**src/rtl/roi_stream_packer.sv**
```systemverilog
// Show-ahead pixel FIFO with AXI-stream framing (SOF/EOF in tuser, tlast at ROI row end).
// Optional ROI_PACK_OVF_CNT_EN adds a saturating dropped-pixel counter on ovf_cnt_o.
module roi_stream_packer #(
  parameter int BIT_DATA   = 8,
  parameter int BIT_COORD  = 32,
  parameter int WIDTH      = 800,
  parameter int FIFO_DEPTH = 16
) (
  input  logic                 clk_i,
  input  logic                 arst_i,
  input  logic [BIT_DATA-1:0]  tdata_i,
  input  logic                 tvalid_i,
  input  logic                 tlast_i,
  input  logic [BIT_COORD-1:0] xy_0_i,
  input  logic [BIT_COORD-1:0] xy_1_i,
  output logic [BIT_DATA-1:0]  m_tdata_o,
  output logic                 m_tvalid_o,
  input  logic                 m_tready_i,
  output logic                 m_tlast_o,
  output logic [1:0]           m_tuser_o,
  output logic                 overflow_o
`ifdef ROI_PACK_OVF_CNT_EN
  ,output logic [15:0]         ovf_cnt_o
`endif
);

  localparam int AW = $clog2(FIFO_DEPTH);
  localparam int CW = AW + 1;

  typedef enum logic {ST_SOF, ST_BODY} state_t;

  logic [BIT_DATA:0] r_mem [FIFO_DEPTH];
  logic [AW-1:0]     r_wr_ptr, r_rd_ptr;
  logic [CW-1:0]     r_count;
  logic              r_overflow;
  state_t            r_state;
  logic [10:0]       r_col, r_w;

  logic              w_full, w_empty, w_pop, w_push, w_drop;
  logic [BIT_DATA:0] w_head;
  logic              w_head_eof;
  logic [9:0]        w_x0, w_x1, w_xdiff;
  logic [10:0]       w_w_live, w_w_eff;
  logic              w_col_end;
  logic              w_unused_xy;

  assign w_unused_xy = ^{xy_0_i, xy_1_i};

  always_comb begin
    w_full     = (r_count == CW'(FIFO_DEPTH));
    w_empty    = (r_count == '0);
    w_pop      = ~w_empty & m_tready_i;
    w_push     = tvalid_i & (~w_full | w_pop);
    w_drop     = tvalid_i & w_full & ~w_pop;
    w_head     = r_mem[r_rd_ptr];
    w_head_eof = w_head[BIT_DATA];
    w_x0       = xy_0_i[25:16];
    w_x1       = xy_1_i[25:16];
    w_xdiff    = (w_x1 >= w_x0) ? (w_x1 - w_x0) : (w_x0 - w_x1);
    // Out-of-range corners fall back to a full-width row.
    if ((w_x0 == '0) || (w_x1 == '0) ||
        ({1'b0, w_x0} > 11'(WIDTH)) || ({1'b0, w_x1} > 11'(WIDTH)))
      w_w_live = 11'(WIDTH);
    else
      w_w_live = {1'b0, w_xdiff} + 11'd1;
    w_w_eff   = (r_state == ST_SOF) ? w_w_live : r_w;
    w_col_end = (r_col == (w_w_eff - 11'd1));
  end

  assign m_tvalid_o = ~w_empty;
  assign m_tdata_o  = w_empty ? '0 : w_head[BIT_DATA-1:0];
  assign m_tlast_o  = ~w_empty & (w_head_eof | w_col_end);
  assign m_tuser_o  = {~w_empty & w_head_eof, ~w_empty & (r_state == ST_SOF)};
  assign overflow_o = r_overflow;

  always_ff @(posedge clk_i) begin
    if (w_push) r_mem[r_wr_ptr] <= {tlast_i, tdata_i};
  end

  always_ff @(posedge clk_i or posedge arst_i) begin
    if (arst_i) begin
      r_wr_ptr   <= '0;
      r_rd_ptr   <= '0;
      r_count    <= '0;
      r_overflow <= 1'b0;
    end else begin
      if (w_push) r_wr_ptr <= r_wr_ptr + AW'(1);
      if (w_pop)  r_rd_ptr <= r_rd_ptr + AW'(1);
      if (w_push && !w_pop)      r_count <= r_count + CW'(1);
      else if (!w_push && w_pop) r_count <= r_count - CW'(1);
      if (w_drop) r_overflow <= 1'b1;
    end
  end

  // Row width is captured on the SOF pop so mid-frame coordinate edits are ignored.
  always_ff @(posedge clk_i or posedge arst_i) begin
    if (arst_i) begin
      r_state <= ST_SOF;
      r_col   <= '0;
      r_w     <= '0;
    end else if (w_pop) begin
      if (w_head_eof) begin
        r_state <= ST_SOF;
        r_col   <= '0;
      end else begin
        if (r_state == ST_SOF) r_w <= w_w_live;
        r_state <= ST_BODY;
        r_col   <= w_col_end ? 11'd0 : r_col + 11'd1;
      end
    end
  end

`ifdef ROI_PACK_OVF_CNT_EN
  logic [15:0] r_ovf_cnt;
  always_ff @(posedge clk_i or posedge arst_i) begin
    if (arst_i)                             r_ovf_cnt <= '0;
    else if (w_drop && r_ovf_cnt != 16'hFFFF) r_ovf_cnt <= r_ovf_cnt + 16'd1;
  end
  assign ovf_cnt_o = r_ovf_cnt;
`endif

endmodule

```
**config.mk**
```make
export PLATFORM = sky130hd
export DESIGN_NAME = roi_stream_packer
export DESIGN_NICKNAME = d
export VERILOG_FILES = /design/src/rtl/roi_stream_packer.sv
export SDC_FILE = /design/constraint.sdc
export NUM_CORES = 1
export LEC_CHECK = 0
export ABC_AREA = 1
export CAP_MARGIN = 5
export CORE_MARGIN = 4
export CORE_UTILIZATION = 45
export CTS_BUF_LIST = sky130_fd_sc_hd__clkbuf_4 sky130_fd_sc_hd__clkbuf_8
export DETAILED_ROUTE_END_ITERATION = 6
export PLACE_DENSITY = 0.75
export SLEW_MARGIN = 10
export SYNTH_ARGS = -nofsm -noshare
export SYNTH_HDL_FRONTEND = slang
export SYNTH_SLANG_ARGS = --single-unit
```
**constraint.sdc**
```tcl
create_clock -name clk_i -period 9.7 [get_ports clk_i]
set_input_delay 2.425 -clock clk_i [delete_from_list [all_inputs] [get_ports clk_i]]
set_output_delay 2.425 -clock clk_i [all_outputs]
set_load 0.005 [all_outputs]
```
==> metrics.txt, run 1 <==
status finished, final reports clean; max-slew violation count 0; post-route ant nets 0; grt ovf 0; startpoint types input pin; vias post-DR 7325; Area Overhead vs Synth 10.94%; Yosys cell types 39; post-synthesis sequential area ratio between 50% and 60%; initial DRC count 639; clk buf depth 2; WHS Endpoint overflow_o$_DFFE_PP0P_; DRT Pass-1 Iters 5; post_cts resized 0; Finished Layout Cells roughly 1400; warnings from Yosys 0; worst min path class reg -> reg; FF-to-FF path depth 17; leakage between 4 and 5 nW; area of the mapped netlist between 9000 and 10000 sq um; RR Startpoint r_count[0]$_DFFE_PP0P_; R2R setup slack about 5.4 ns; io pins 90; Core ar. between 20000 and 25000 sq um; first-pass GRT wire length about 35000 microns; relative slew slack a little over a quarter; syn avg cell area about 9.4 sq um; Post-synth top flop edfxtp_1; Final Hold Vio Count 0; Tot Pwr around 2.7 mW; hold slack around 0.46 ns; Post-Syn Nets approximately 1100; endpoints failing setup 0; nets ~1200; combinational share of power 44.4%; vias in the first global route about 7000; Reg area 5251 sq um; CP Launch Point xy_0_i[17]; clock share of power around 18%; root buffer selected by CTS clkbuf_8; Fmax 108.2 MHz; worst slew pin tran about 1.1 ns; antenna cells 0; CTS tree done; placer's final routability congestion estimate 0.8705; WP data arrival 6.81 ns; Num CTS Buffers 17; initial antenna violation count 0; Post-Route WL ~22000 microns; cell type with the largest total area after synthesis edfxtp_1; Max stage delay on crit path roughly 0.57 ns; Yosys reg bits between 150 and 200; CTS sink cnt around 180; RSZ-0062 raised after global routing false; Yosys top cell area share 44.70%; PD cells around 260 nW/um^2; All-Layer GR Usage 18.42%; final setup margin between 0.4 and 0.5 ns; Post-route DRC 0; Worst Hold Depth 1; Initial Util a little under half; largest net degree at the start of global routing 76; Final HPWL DP about 14000 microns; DIE HEIGHT ~150 microns; Fillers 1925; setup TNS 0 ns; post-CTS setup buffers 0; Psw around 1.2 mW; slowest cell on the critical path clkdlybuf4s50_1; routed wirelength normalized by instance count roughly 16 microns; required time of the worst setup path ~7.3 ns; FF-to-FF End r_count[4]$_DFFE_PP0P_; clk slew on worst S/H paths roughly 0.090 ns; Final period util 95.25%; placed cells 1320; synth top area cells edfxtp_1 (45%), dfrtp_1 (9.6%), nand2_1 (8.0%); internal power ~1.6 mW; Clock Latency Late Sink roughly 0.48 ns; PortBufs 45; Clock Skew ~0.029 ns; die area approximately 24000 sq um; worst hold start overflow_o$_DFFE_PP0P_; area of the multi-input gates 3874 sq um; pre-CTS WS around 0.48 ns; most frequent CP cell nand2_1; width of the die ~150 microns; most frequent cells after synthesis nand2_1 (207), edfxtp_1 (144), nor2_1 (135); maximum VDD drop ~0.19 mV; layout cell share with drive strength beyond 1 a little under 10%; sw frac roughly 42%; Tmin final 9.239 ns; count leader, synth nand2_1; row count between 50 and 60; Crit. End Element output port; CP max FO 12; Seq pwr share a little under two fifths; asr flop ratio synth 20.44%; Via density about 5.4; # hold bufs at CTS 0; max-cap viol count 0; Post-synth EDFFs ~140; Worst Path Class, Setup in -> out; htree depth 4; synthesized netlist cell count between 1000 and 1500
metrics by stage:
stage	util (%)	instance area (sq um)
global placement	49.05	10340
floorplan	-	9673
finish	50.89	10730
CTS	50.89	10730
global route	50.89	10730
detailed placement	49.05	10340
registers in the layout (all words and copies together), names as in the netlist:
register / flops
r_rd_ptr: 4
r_w: 11
r_mem: 144
overflow_o: 1
r_state: 1
r_col: 11
r_count: 5
r_wr_ptr: 4
worst max-delay path by stage:
| stage | slack [ns] | depth (start not counted) | endpoint |
|---|---|---|---|
| 2_1_floorplan | 1.89 | 30 | m_tlast_o |
| 3_3_place_gp | 0.58 | 27 | m_tlast_o |
| 5_1_grt | 0.07 | 31 | m_tlast_o |
| 3_5_place_dp | 0.48 | 29 | m_tlast_o |
| 6_report | 0.46 | 29 | m_tlast_o |
| 4_1_cts | 0.46 | 29 | m_tlast_o |
per-layer routing:
metal / vias up / GRT usage (%) / share of wire [%] / routed length (microns)
li1: 3571 / - / - / -
met1: 3469 / 23.92 / 43 / 9254
met2: 256 / 31.80 / 49 / 10680
met3: 29 / 3.330 / 6.5 / 1401
met4: 0 / 5.088 / 1.7 / 379
met5: - / 0 / 0 / 0
kinds of logic (layout without fill, tap and decap cells):
group | Yosys count | after routing | share of synthesized area, %
flops | 181 | 181 | 54.28
simple gates | 485 | 485 | 22.78
compound gates | 170 | 170 | 10.56
fa+ha+maj | 34 | 34 | 4.631
xor+xnor | 23 | 23 | 2.083
buf+inv | 137 | 184 | 5.678
cells in the final DEF (no fill, tap or decap), types with 3 or more instances in the layout:
| cell type | netlist | final |
|---|---|---|
| ha_1 | 31 | 31 |
| nor2_4 | 6 | 6 |
| nand3b_1 | 3 | 3 |
| inv_8 | 0 | 5 |
| nand4_1 | 9 | 9 |
| a21oi_1 | 28 | 28 |
| fa_1 | 3 | 3 |
| edfxtp_1 | 144 | 144 |
| nand2_2 | 13 | 13 |
| xor2_1 | 21 | 21 |
| a21oi_2 | 8 | 8 |
| nand2_4 | 9 | 9 |
| nor3_1 | 6 | 6 |
| clkinv_1 | 4 | 3 |
| buf_4 | 1 | 6 |
| o22ai_1 | 6 | 6 |
| dfrtp_1 | 37 | 36 |
| inv_2 | 7 | 8 |
| clkdlybuf4s50_1 | 0 | 45 |
| inv_1 | 90 | 90 |
| nor2_2 | 9 | 9 |
| nor2_1 | 135 | 135 |
| nand3_2 | 8 | 8 |
| o21ai_0 | 88 | 88 |
| a21o_1 | 5 | 5 |
| clkinv_4 | 0 | 3 |
| o221ai_1 | 30 | 30 |
| or2_2 | 4 | 4 |
| nand3_1 | 72 | 72 |
| clkbuf_8 | 0 | 17 |
| nand2_1 | 207 | 207 |
worst max-delay path: cells and delay by family:
kind	cells	cell delay (ns)
buf+inv	7	1.53
simple gates	19	1.95
fa+ha+maj	3	0.91
final cells by class:
type | count | area share [%]
clock buffers | 19 | 2.320
inverters | 101 | 3.533
flip-flops and latches | 181 | 48.93
well taps | 275 | 3.206
clock inverters | 13 | 1.294
multi-input cells | 712 | 36.10
repair buffers | 51 | 4.617
power by group through the flow:
stage / logic (mW) / registers [mW] / clock network [mW]
2_1_floorplan: 0.841 / 1.02 / 0
3_3_place_gp: 1.18 / 1.03 / 0
3_5_place_dp: 1.21 / 1.04 / 0
4_1_cts: 1.22 / 1.02 / 0.507
5_1_grt: 1.37 / 1.03 / 0.542
6_report: 1.22 / 1.02 / 0.502
No activity file was read; power rests on OpenSTA's default activity.
==> inputs of run 2 (changes only) <==
--- a/config.mk
+++ b/config.mk
@@ -12,7 +12,9 @@
 export CTS_BUF_LIST = sky130_fd_sc_hd__clkbuf_4 sky130_fd_sc_hd__clkbuf_8
 export DETAILED_ROUTE_END_ITERATION = 6
 export PLACE_DENSITY = 0.75
+export RECOVER_POWER = 100
 export SLEW_MARGIN = 10
 export SYNTH_ARGS = -nofsm -noshare
 export SYNTH_HDL_FRONTEND = slang
 export SYNTH_SLANG_ARGS = --single-unit
+export TNS_END_PERCENT = 1
==> metrics.txt, run 2 (synthesized netlist as in run 1, its figures left out) <==
pre-CTS WS 0.4792 ns (unchanged); placed cells 1320 (unchanged); M1 GR Usage 23.92% (unchanged); root buffer selected by CTS clkbuf_8; Initial Util 45.87% (unchanged); io pins 90 (unchanged); Core ar. 21090 sq um (unchanged); setup TNS 0 ns (unchanged); Via density 5.412 (-0.11%); worst min path class reg -> reg; most frequent CP cell nand2_1; initial antenna violation count 1 (+1); required time of the worst setup path 7.28 ns (about the same); Buf/Inv on CP 7 (unchanged); Biggest register r_mem; hold slack 0.4570 ns (-0.004770 ns); Tot Pwr 2.715 mW (-0.83%); Tmin final 9.235 ns (-0.004046 ns); Final period util 95.20% (about the same); CP max FO 12 (unchanged); max reg flops 144 (unchanged); PD cells 254.3 nW/um^2 (-0.35%); Post-route DRC 0 (unchanged); commonest non-fill, non-tap cells in the layout nand2_1 (209), edfxtp_1 (144), nor2_1 (137), inv_1 (91), o21ai_0 (88); # hold bufs at CTS 0 (unchanged); Worst Hold Depth 1 (unchanged); grt ovf 0 (unchanged); grt peak-use layer met2; die area 23910 sq um (unchanged); final setup margin 0.4653 ns (+0.004046 ns); Fmax 108.3 MHz (about the same); FF-to-FF path depth 10 (-7); CTS sink cnt 181 (unchanged); post-CTS setup buffers 0 (unchanged); routed wirelength normalized by instance count 16.11 microns (+0.32%); failing checks capacitance limit, slew limit; vias post-DR 7322 (-0.041%); Num CTS Buffers 17 (unchanged); post-route ant nets 0 (unchanged); Worst Path Class, Setup in -> out; nets 1175 (unchanged); Finished Layout Cells 1353 (+0.074%); width of the die 154.6 microns (unchanged); met3 usage 3.330% (unchanged); DRT Pass-1 Iters 7 (+2); RSZ-0062 raised after global routing false; row count 53 (unchanged); Placement Cell Area 10340 sq um (unchanged); layout cell share with drive strength beyond 1 8.542% (-1.3 points); vias in the first global route 7029 (unchanged); worst hold start overflow_o$_DFFE_PP0P_; Top Registers r_mem x144, r_col x11, r_w x11; clk buf depth 2 (unchanged); PortBufs 45 (unchanged); post-layout instance area 10680 sq um (-0.49%); relative slew slack -105.4% (-130 points); Final HPWL DP 14110 microns (unchanged); worst slew pin tran 3.081 ns (+1.979 ns); endpoints failing setup 0 (unchanged); most common cell after layout, fill and taps aside nand2_1; clk slew on worst S/H paths 0.09 ns (about the same); max-slew violation count 112 (+112); post_cts resized 0 (unchanged); initial DRC count 626 (-2.0%); max-cap viol count 2 (+2); Post-Route WL 21800 microns (+0.39%); Layout Utilization 50.64% (-0.25 points); first-pass GRT wire length 35300 microns (unchanged); startpoint types input pin; leakage 4.275 nW (-0.38%); Area Overhead vs Synth 10.40%; top cell family by delay on the critical path simple AND/OR/NAND/NOR gates; slowest cell on the critical path clkdlybuf4s50_1; Crit. End Element output port; FF-to-FF End r_w[5]$_DFFE_PP0P_; Final Hold Vio Count 0 (unchanged); largest net degree at the start of global routing 76 (unchanged); Clock Latency Late Sink 0.47 ns (about the same); GR Util met2 31.80% (unchanged); Max stage delay on crit path 0.57 ns (about the same); status finished, violations left; maximum VDD drop 0.1856 mV (-3.9%); CTS tree done; DIE HEIGHT 154.6 microns (unchanged); placer's final routability congestion estimate 0.8705 (unchanged); WP data arrival 6.81 ns (about the same); htree depth 4 (unchanged); All-Layer GR Usage 18.42% (unchanged); WHS Endpoint overflow_o$_DFFE_PP0P_; RR Startpoint r_rd_ptr[0]$_DFFE_PP0P_; Clock Skew 0.02934 ns (-0.00008030 ns); R2R setup slack 4.32 ns (-1.08 ns)
[run 2: how the worst max path moves through the flow]
stage / end / cells after the start / slack (ns) / start
final: m_tlast_o / 29 / 0.47 / xy_0_i[17]
after global routing: m_tlast_o / 31 / 0.04 / xy_1_i[16]
after CTS: m_tlast_o / 29 / 0.46 / xy_0_i[17]
after detailed placement: m_tlast_o / 29 / 0.48 / xy_0_i[17]
after global placement: m_tlast_o / 27 / 0.58 / xy_0_i[17]
after floorplan: m_tlast_o / 30 / 1.89 / xy_1_i[16]
[run 2: power breakdown]
| part | switching [mW] | internal [mW] |
|---|---|---|
| sequential | 0.0630 | 0.957 |
| clock | 0.302 | 0.199 |
| combinational | 0.778 | 0.417 |
[run 2: cell type report]
class | count | area [sq um]
antenna | 1 | 2.502
clock buffer | 19 | 249.0
clock inverter | 13 | 138.9
fill | 1938 | 10410
inverter | 101 | 379.1
multi-input combinational | 712 | 3829
sequential | 181 | 5251
tap | 275 | 344.1
timing repair buffer | 51 | 485.5
[run 2: per-layer routing]
layer	vias up	wire length, microns
met5	-	0
met4	0	397
met3	30	1316
met2	245	10650
met1	3474	9435
li1	3573	-
==> inputs of run 3 (changes only) <==
--- a/config.mk
+++ b/config.mk
@@ -7,11 +7,14 @@
 export LEC_CHECK = 0
 export ABC_AREA = 1
 export CAP_MARGIN = 5
+export CELL_PAD_IN_SITES_DETAIL_PLACEMENT = 1
+export CELL_PAD_IN_SITES_GLOBAL_PLACEMENT = 2
 export CORE_MARGIN = 4
-export CORE_UTILIZATION = 45
+export CORE_UTILIZATION = 41
 export CTS_BUF_LIST = sky130_fd_sc_hd__clkbuf_4 sky130_fd_sc_hd__clkbuf_8
 export DETAILED_ROUTE_END_ITERATION = 6
-export PLACE_DENSITY = 0.75
+export GPL_ROUTABILITY_DRIVEN = 0
+export PLACE_DENSITY = 0.87
 export RECOVER_POWER = 100
 export SLEW_MARGIN = 10
 export SYNTH_ARGS = -nofsm -noshare
==> metrics.txt, run 3 (synthesized netlist as in run 1, its figures left out) <==
status finished, violations left; failing checks capacitance limit, slew limit; max-slew violation count 112 (unchanged); worst min path class reg -> reg; relative slew slack -111.9% (-6.5 points); startpoint types input pin; Clock Skew 0.02718 ns (-0.002158 ns); required time of the worst setup path 7.28 ns (about the same); largest net degree at the start of global routing 74 (-2.6%); grt ovf 0 (unchanged); DIE HEIGHT 161.6 microns (+4.5%); initial antenna violation count 0 (-1); commonest non-fill, non-tap cells in the layout nand2_1 (211), edfxtp_1 (144), nor2_1 (136), inv_1 (90), o21ai_0 (88); die area 26110 sq um (+9.2%); Clock Latency Late Sink 0.48 ns (about the same); WP data arrival 6.79 ns (-0.02 ns); io pins 90 (unchanged); CTS sink cnt 181 (unchanged); post-route ant nets 0 (unchanged); layout cell share with drive strength beyond 1 9.309% (+0.77 points); PortBufs 45 (unchanged); max-cap viol count 2 (unchanged); Placement Cell Area 10410 sq um (+0.60%); clk slew on worst S/H paths 0.11 ns (+0.02 ns); clk buf depth 2 (unchanged); RSZ-0062 raised after global routing false; most frequent CP cell nand2_1; initial DRC count 442 (-29%); Area Overhead vs Synth 11.55%; Tmin final 9.219 ns (-0.01606 ns); Final Hold Vio Count 0 (unchanged); Final period util 95.04% (-0.17 points); worst slew pin tran 3.178 ns (+0.09731 ns); PD cells 260.3 nW/um^2 (+2.4%); antenna cells 0 (-1); vias post-DR 7453 (+1.8%); CTS tree done; max reg flops 144 (unchanged); vias in the first global route 7669 (+9.1%); CP max FO 12 (unchanged); post-layout instance area 10790 sq um (+1.0%); Num CTS Buffers 17 (unchanged); routed wirelength normalized by instance count 18.26 microns (+13%); Via density 5.331 (-1.5%); All-Layer GR Usage 20.09% (+1.7 points); first-pass GRT wire length 41350 microns (+17%); Post-route DRC 0 (unchanged); Initial Util 42.21% (-3.7 points); leakage 4.293 nW (+0.40%); placed cells 1360 (+3.0%); Max stage delay on crit path 0.53 ns (-0.04 ns); root buffer selected by CTS clkbuf_8; # hold bufs at CTS 0 (unchanged); setup TNS 0 ns (unchanged); Core ar. 22920 sq um (+8.7%); Top Registers r_mem x144, r_col x11, r_w x11; slowest cell on the critical path clkdlybuf4s50_1; Crit. End Element output port; htree depth 4 (unchanged); DRT Pass-1 Iters 5 (-2); Fmax 108.5 MHz (+0.17%); nets 1183 (+0.68%); Final HPWL DP 17800 microns (+26%); row count 55 (+3.8%); Biggest register r_mem; Finished Layout Cells 1398 (+3.3%); Layout Utilization 47.09% (-3.6 points); Post-Route WL 25530 microns (+17%); Worst Path Class, Setup in -> out; most common cell after layout, fill and taps aside nand2_1; maximum VDD drop 0.1305 mV (-30%); width of the die 161.6 microns (+4.5%); endpoints failing setup 0 (unchanged)
run 3: metrics by stage:
stage	hold WS, ns	power, mW	setup slack [ns]
6_report	0.4779	2.808	0.4813
5_1_grt	0.5026	3.024	0.02259
4_1_cts	0.4927	2.825	0.3310
3_5_place_dp	0.4636	2.303	0.3362
3_3_place_gp	0.4498	2.260	0.3807
2_1_floorplan	0.4417	1.857	1.892
run 3: worst paths after layout:
| path | start | to | slack (ns) | cells after the start |
|---|---|---|---|---|
| min reg2reg | overflow_o$_DFFE_PP0P_ | overflow_o$_DFFE_PP0P_ | 0.48 | 1 |
| max in group asynchronous | arst_i | r_rd_ptr[2]$_DFFE_PP0P_ | 5.27 | 3 |
| min | overflow_o$_DFFE_PP0P_ | overflow_o$_DFFE_PP0P_ | 0.48 | 1 |
| max reg2reg | r_rd_ptr[0]$_DFFE_PP0P_ | r_w[4]$_DFFE_PP0P_ | 4.69 | 9 |
| max | xy_1_i[16] | m_tlast_o | 0.48 | 31 |
| min in group asynchronous | arst_i | r_w[0]$_DFFE_PP0P_ | 3.18 | 3 |
run 3: power breakdown:
part | leakage (nW) | switching (mW) | internal, mW
clock network | 0.182 | 0.322 | 0.192
registers | 1.77 | 0.0771 | 0.956
logic | 2.34 | 0.818 | 0.442
run 3: layout make-up:
class	count	area, sq um
Sequential cell	181	5250
Fill cell	2656	12130
Timing Repair Buffer	59	535.5
Clock inverter	14	141.4
Tap cell	313	391.6
Inverter	101	379.1
Multi-Input combinational cell	712	3851
Clock buffer	18	241.5
run 3: worst max-delay path, delay by kind of cell:
| kind | cells | cell delay [ns] |
|---|---|---|
| adder cells (fa/ha/maj) | 4 | 0.99 |
| buffers and inverters | 6 | 1.28 |
| AND/OR/NAND/NOR | 21 | 2.12 |
run 3: per-layer routing:
| layer | routed length (microns) | share of wire (%) | GRT usage, % | vias up |
|---|---|---|---|---|
| met4 | 345 | 1.4 | 4.498 | 0 |
| met3 | 897 | 3.5 | 3.088 | 31 |
| li1 | - | - | - | 3581 |
| met5 | 0 | 0 | 0 | - |
| met2 | 13090 | 51 | 35.98 | 141 |
| met1 | 11200 | 44 | 25.76 | 3700 |
run 3: timing repair:
action | 4_1_cts | 5_1_grt
buffers inserted | 0 | 6
setup endpoints to repair | 0 | 1
resized for setup | 0 | 1
==> variant 1 (flow settings as in run 3) <==
Register the output `overflow_o` once more, cleared by the reset; this adds one clock of latency there. The other outputs are not delayed to match.
--- a/src/rtl/roi_stream_packer.sv
+++ b/src/rtl/roi_stream_packer.sv
@@ -72,5 +72,11 @@
   assign m_tlast_o  = ~w_empty & (w_head_eof | w_col_end);
   assign m_tuser_o  = {~w_empty & w_head_eof, ~w_empty & (r_state == ST_SOF)};
-  assign overflow_o = r_overflow;
+  always_ff @(posedge clk_i or posedge arst_i) begin
+    if (arst_i) begin
+      overflow_o <= '0;
+    end else begin
+      overflow_o <= r_overflow;
+    end
+  end
 
   always_ff @(posedge clk_i) begin
Formal check against the unedited RTL: no difference found for any inputs over 4 cycles, from zero or initial values and one cycle with arst_i high; that may be too few to reach the edited logic, so the function may still have changed.
==> variant 1 against run 3 <==
Area after synthesis grew 0.26%. Worst hold slack worse by 0.088 ns. Cell area is 0.87% higher. Register-to-register slack better by 0.13 ns. Sequential cell count increased by 1. Clock power grew 13%. Power grew 1.8%. Synthesized cell count about the same. Setup slack lost 0.066 ns. Largest power group unchanged. Routed wire length is 4.5% higher. The run still ends with capacitance limit, slew limit left. Highest routed layer unchanged.
==> variant 1: results (changes against run 3) <==
sta:
  tightest_slew_ns: 2.206  # -0.9716 ns
  finClkSkew_ns: 0.03076  # +0.003577 ns
  final-max-slew-violation-count: 80  # -29%
grt:
  global_route.usage.total: 0.2093  # +0.008428
  grt_start_max_net_pins: 76  # +2.7%
  global_route_wire_length_before_repair_um: 42620  # +3.1%
  gr-usage-met2: 0.3936  # +0.03388
  grtUsageMet1: 0.2480  # -0.009584
  global_route.usage.met3: 0.02715  # -0.003725
  grt_pass1_vias: 7939  # +3.5%
setup_path:
  worstReg2RegStart: "r_count[0]"
  regToRegEndpoint: "r_count[4]"
  regToRegSetupSlack_ns: 4.82  # +0.13 ns
  cp_data_arrival_time_ns: 6.86  # +0.07 ns
pwr:
  power.leakage_nw: 4.334  # +0.97%
  switchingPower_mw: 1.255  # +3.1%
  ir_worst_vdd_mv: 0.1255  # -3.9%
drt:
  route.final.wire_length_um: 26680  # +4.5%
  detail_route.first_pass.iterations: 4  # -1
  initialDrtViolationCount: 418  # -5.4%
  wire_length_on_met2_um: 14140  # +8.0%
  vias: 7404  # -0.66%
  route.layer.met1.wl_um: 11160  # -0.37%
  wl_met3_um: 802  # -11%
outcome:
  run_status: "complete, but fails checks"
  failed_checks: "capacitance limit, slew limit"
logic_synthesis:
  synth.net_count: 1142  # +0.088%
  synthArstFlopShare: 0.2088  # +0.004371
  synth-seq-area-share: 0.5439  # +0.001180
  synthTopCellsByArea: "sky130_fd_sc_hd__edfxtp_1 (45%), sky130_fd_sc_hd__dfrtp_1 (9.8%), sky130_fd_sc_hd__nand2_1 (8.0%), sky130_fd_sc_hd__nor2_1 (5.2%), sky130_fd_sc_hd__o21ai_0 (4.5%)"
finish:
  final_layout_size_suffix_gt1_frac: 0.08932  # -0.003769
placed_design:
  hpwl_detailed_um: 18150  # +2.0%
  place_ws_ns: 0.2883  # -0.04786 ns
hold_path:
  worst_hold_path.endpoint: "overflow_o"
  holdCritStartpoint: "r_overflow"
run:
  maxCapViolCount: 2  # unchanged
-- variant 1: critical path, delay by kind of cell --
family | cells | cell delay, ns
adder cells (fa/ha/maj) | 4 | 1.08
buffers and inverters | 8 | 1.43
AND/OR/NAND/NOR | 19 | 1.93
-- variant 1: worst max path at each step --
stage | startpoint | to | slack, ns | cells after the start
after floorplan | xy_1_i[16] | m_tlast_o | 1.89 | 30
after global placement | xy_1_i[16] | m_tlast_o | 0.35 | 31
after detailed placement | xy_1_i[16] | m_tlast_o | 0.29 | 31
after CTS | xy_1_i[16] | m_tlast_o | 0.28 | 31
after global routing | xy_1_i[16] | m_tlast_o | 0.02 | 31
final | xy_1_i[16] | m_tlast_o | 0.42 | 31
-- variant 1: repair_timing --
item / CTS / global route
endpoints found under the setup margin: 0 / 1
endpoints found under the hold margin: 0 / 0
buffers inserted: 0 / 2
-- variant 1: layout make-up --
| class | instances | area share |
|---|---|---|
| clock buffer | 17 | 0.02150 |
| clock inverter | 15 | 0.02127 |
| inverter | 101 | 0.03483 |
| multi-input combinational | 712 | 0.3533 |
| sequential | 182 | 0.4848 |
| tap | 319 | 0.03667 |
| timing repair buffer | 59 | 0.04771 |
-- variant 1: kinds of logic after synthesis --
logic type	synth area share
compound gates	0.1053
xor+xnor	0.02077
fa+ha+maj	0.04619
buf+inv	0.05664
flops	0.5439
simple gates	0.2272
-- variant 1: through the flow --
step                  util  power, mW  area, um2  cells
global placement    0.4473      2.274      10470   1371
global route        0.4651      3.069      10880   1405
floorplan                -      1.864       9698   1031
finish              0.4651      2.858      10880   1405
detailed placement  0.4473      2.314      10470   1371
CTS                 0.4672      2.900      10930   1403
==> variant 2 (config.mk and constraints of run 3) <==
Made on the original files. The option `ROI_PACK_OVF_CNT_EN` is turned on by a define.
--- a/src/rtl/roi_stream_packer.sv
+++ b/src/rtl/roi_stream_packer.sv
@@ -1,4 +1,6 @@
 // Show-ahead pixel FIFO with AXI-stream framing (SOF/EOF in tuser, tlast at ROI row end).
 // Optional ROI_PACK_OVF_CNT_EN adds a saturating dropped-pixel counter on ovf_cnt_o.
+`define ROI_PACK_OVF_CNT_EN
+
 module roi_stream_packer #(
   parameter int BIT_DATA   = 8,
Check against the original RTL (old outputs only; new: ovf_cnt_o): equivalent (equiv_simple and equiv_induct, registers matched by name and starting in step).
==> variant 2 against run 3 <==
The run still ends with capacitance limit, slew limit left. Cell area increased by 7.7%. Utilization is 0.28 points higher. Non-clock buffer count is 12 higher. Power is 3.3% higher. Area after synthesis grew 6.7%. Routed wire length grew 4.8%. Register-to-register slack got worse by 0.58 ns. Sequential cell count is 16 higher. Setup slack better by 0.0050 ns. Die area is 6.3% higher.
==> variant 2: results (changes against run 3) <==
outcome:
  run_status: "complete, but fails checks"
  failed_checks: "capacitance limit, slew limit"
grt:
  gr-usage-met2: 0.3512  # -0.008569
  grt_start_max_net_pins: 76  # +2.7%
  grt_pass1_vias: 8191  # +6.8%
finish:
  final_layout_size_suffix_gt1_frac: 0.08131  # -0.01177
  buf_share: 0.05717  # +0.007542
  non_clock_inverter_count: 105  # +4.0%
  layout.non_clock_buffers: 71  # +20%
  multi_input_area_share: 0.3500  # -0.006889
  ff_latch_area_um2: 5652  # +7.7%
setup_path:
  worst-path-max-fanout: 9  # -3
  worst_r2r_path_depth: 10  # +1
  regToRegSetupSlack_ns: 4.11  # -0.58 ns
  regToRegEndpoint: "r_w[9]"
pwr:
  power.leakage_nw: 4.742  # +10%
  ir_worst_vdd_mv: 0.1480  # +13%
sta:
  final-max-slew-violation-count: 128  # +14%
hold_path:
  holdCritStartpoint: "r_w[5]"
  worst_hold_path.endpoint: "r_w[5]"
logic_synthesis:
  synth-seq-area-share: 0.5475  # +0.004777
  postSynthRegisterBits: 197  # +8.8%
drt:
  route.final.wire_length_um: 26750  # +4.8%
  initialDrtViolationCount: 343  # -22%
run:
  maxCapViolCount: 3  # +1
variant 2: per-stage QoR:
| stage | total power [mW] | setup slack, ns | cell area [um2] | util |
|---|---|---|---|---|
| finish | 2.900 | 0.4863 | 11620 | 0.4737 |
| global route | 3.136 | 0.07889 | 11620 | 0.4737 |
| CTS | 2.964 | 0.4333 | 11710 | 0.4774 |
| detailed placement | 2.391 | 0.4383 | 11270 | 0.4595 |
| global placement | 2.357 | 0.4847 | 11270 | 0.4595 |
| floorplan | 1.942 | 1.709 | 10320 | - |
variant 2: kinds of logic (layout without fill, tap and decap cells):
group | count (synthesis) | in the layout | share of synthesized area
and+or+nand+nor | 500 | 500 | 0.2193
DFF | 197 | 197 | 0.5475
AOI/OAI and AO/OA | 175 | 175 | 0.1021
buffers and inverters | 138 | 208 | 0.05165
xor gates and xnor gates | 41 | 41 | 0.03480
adders and majority gates | 35 | 35 | 0.04462
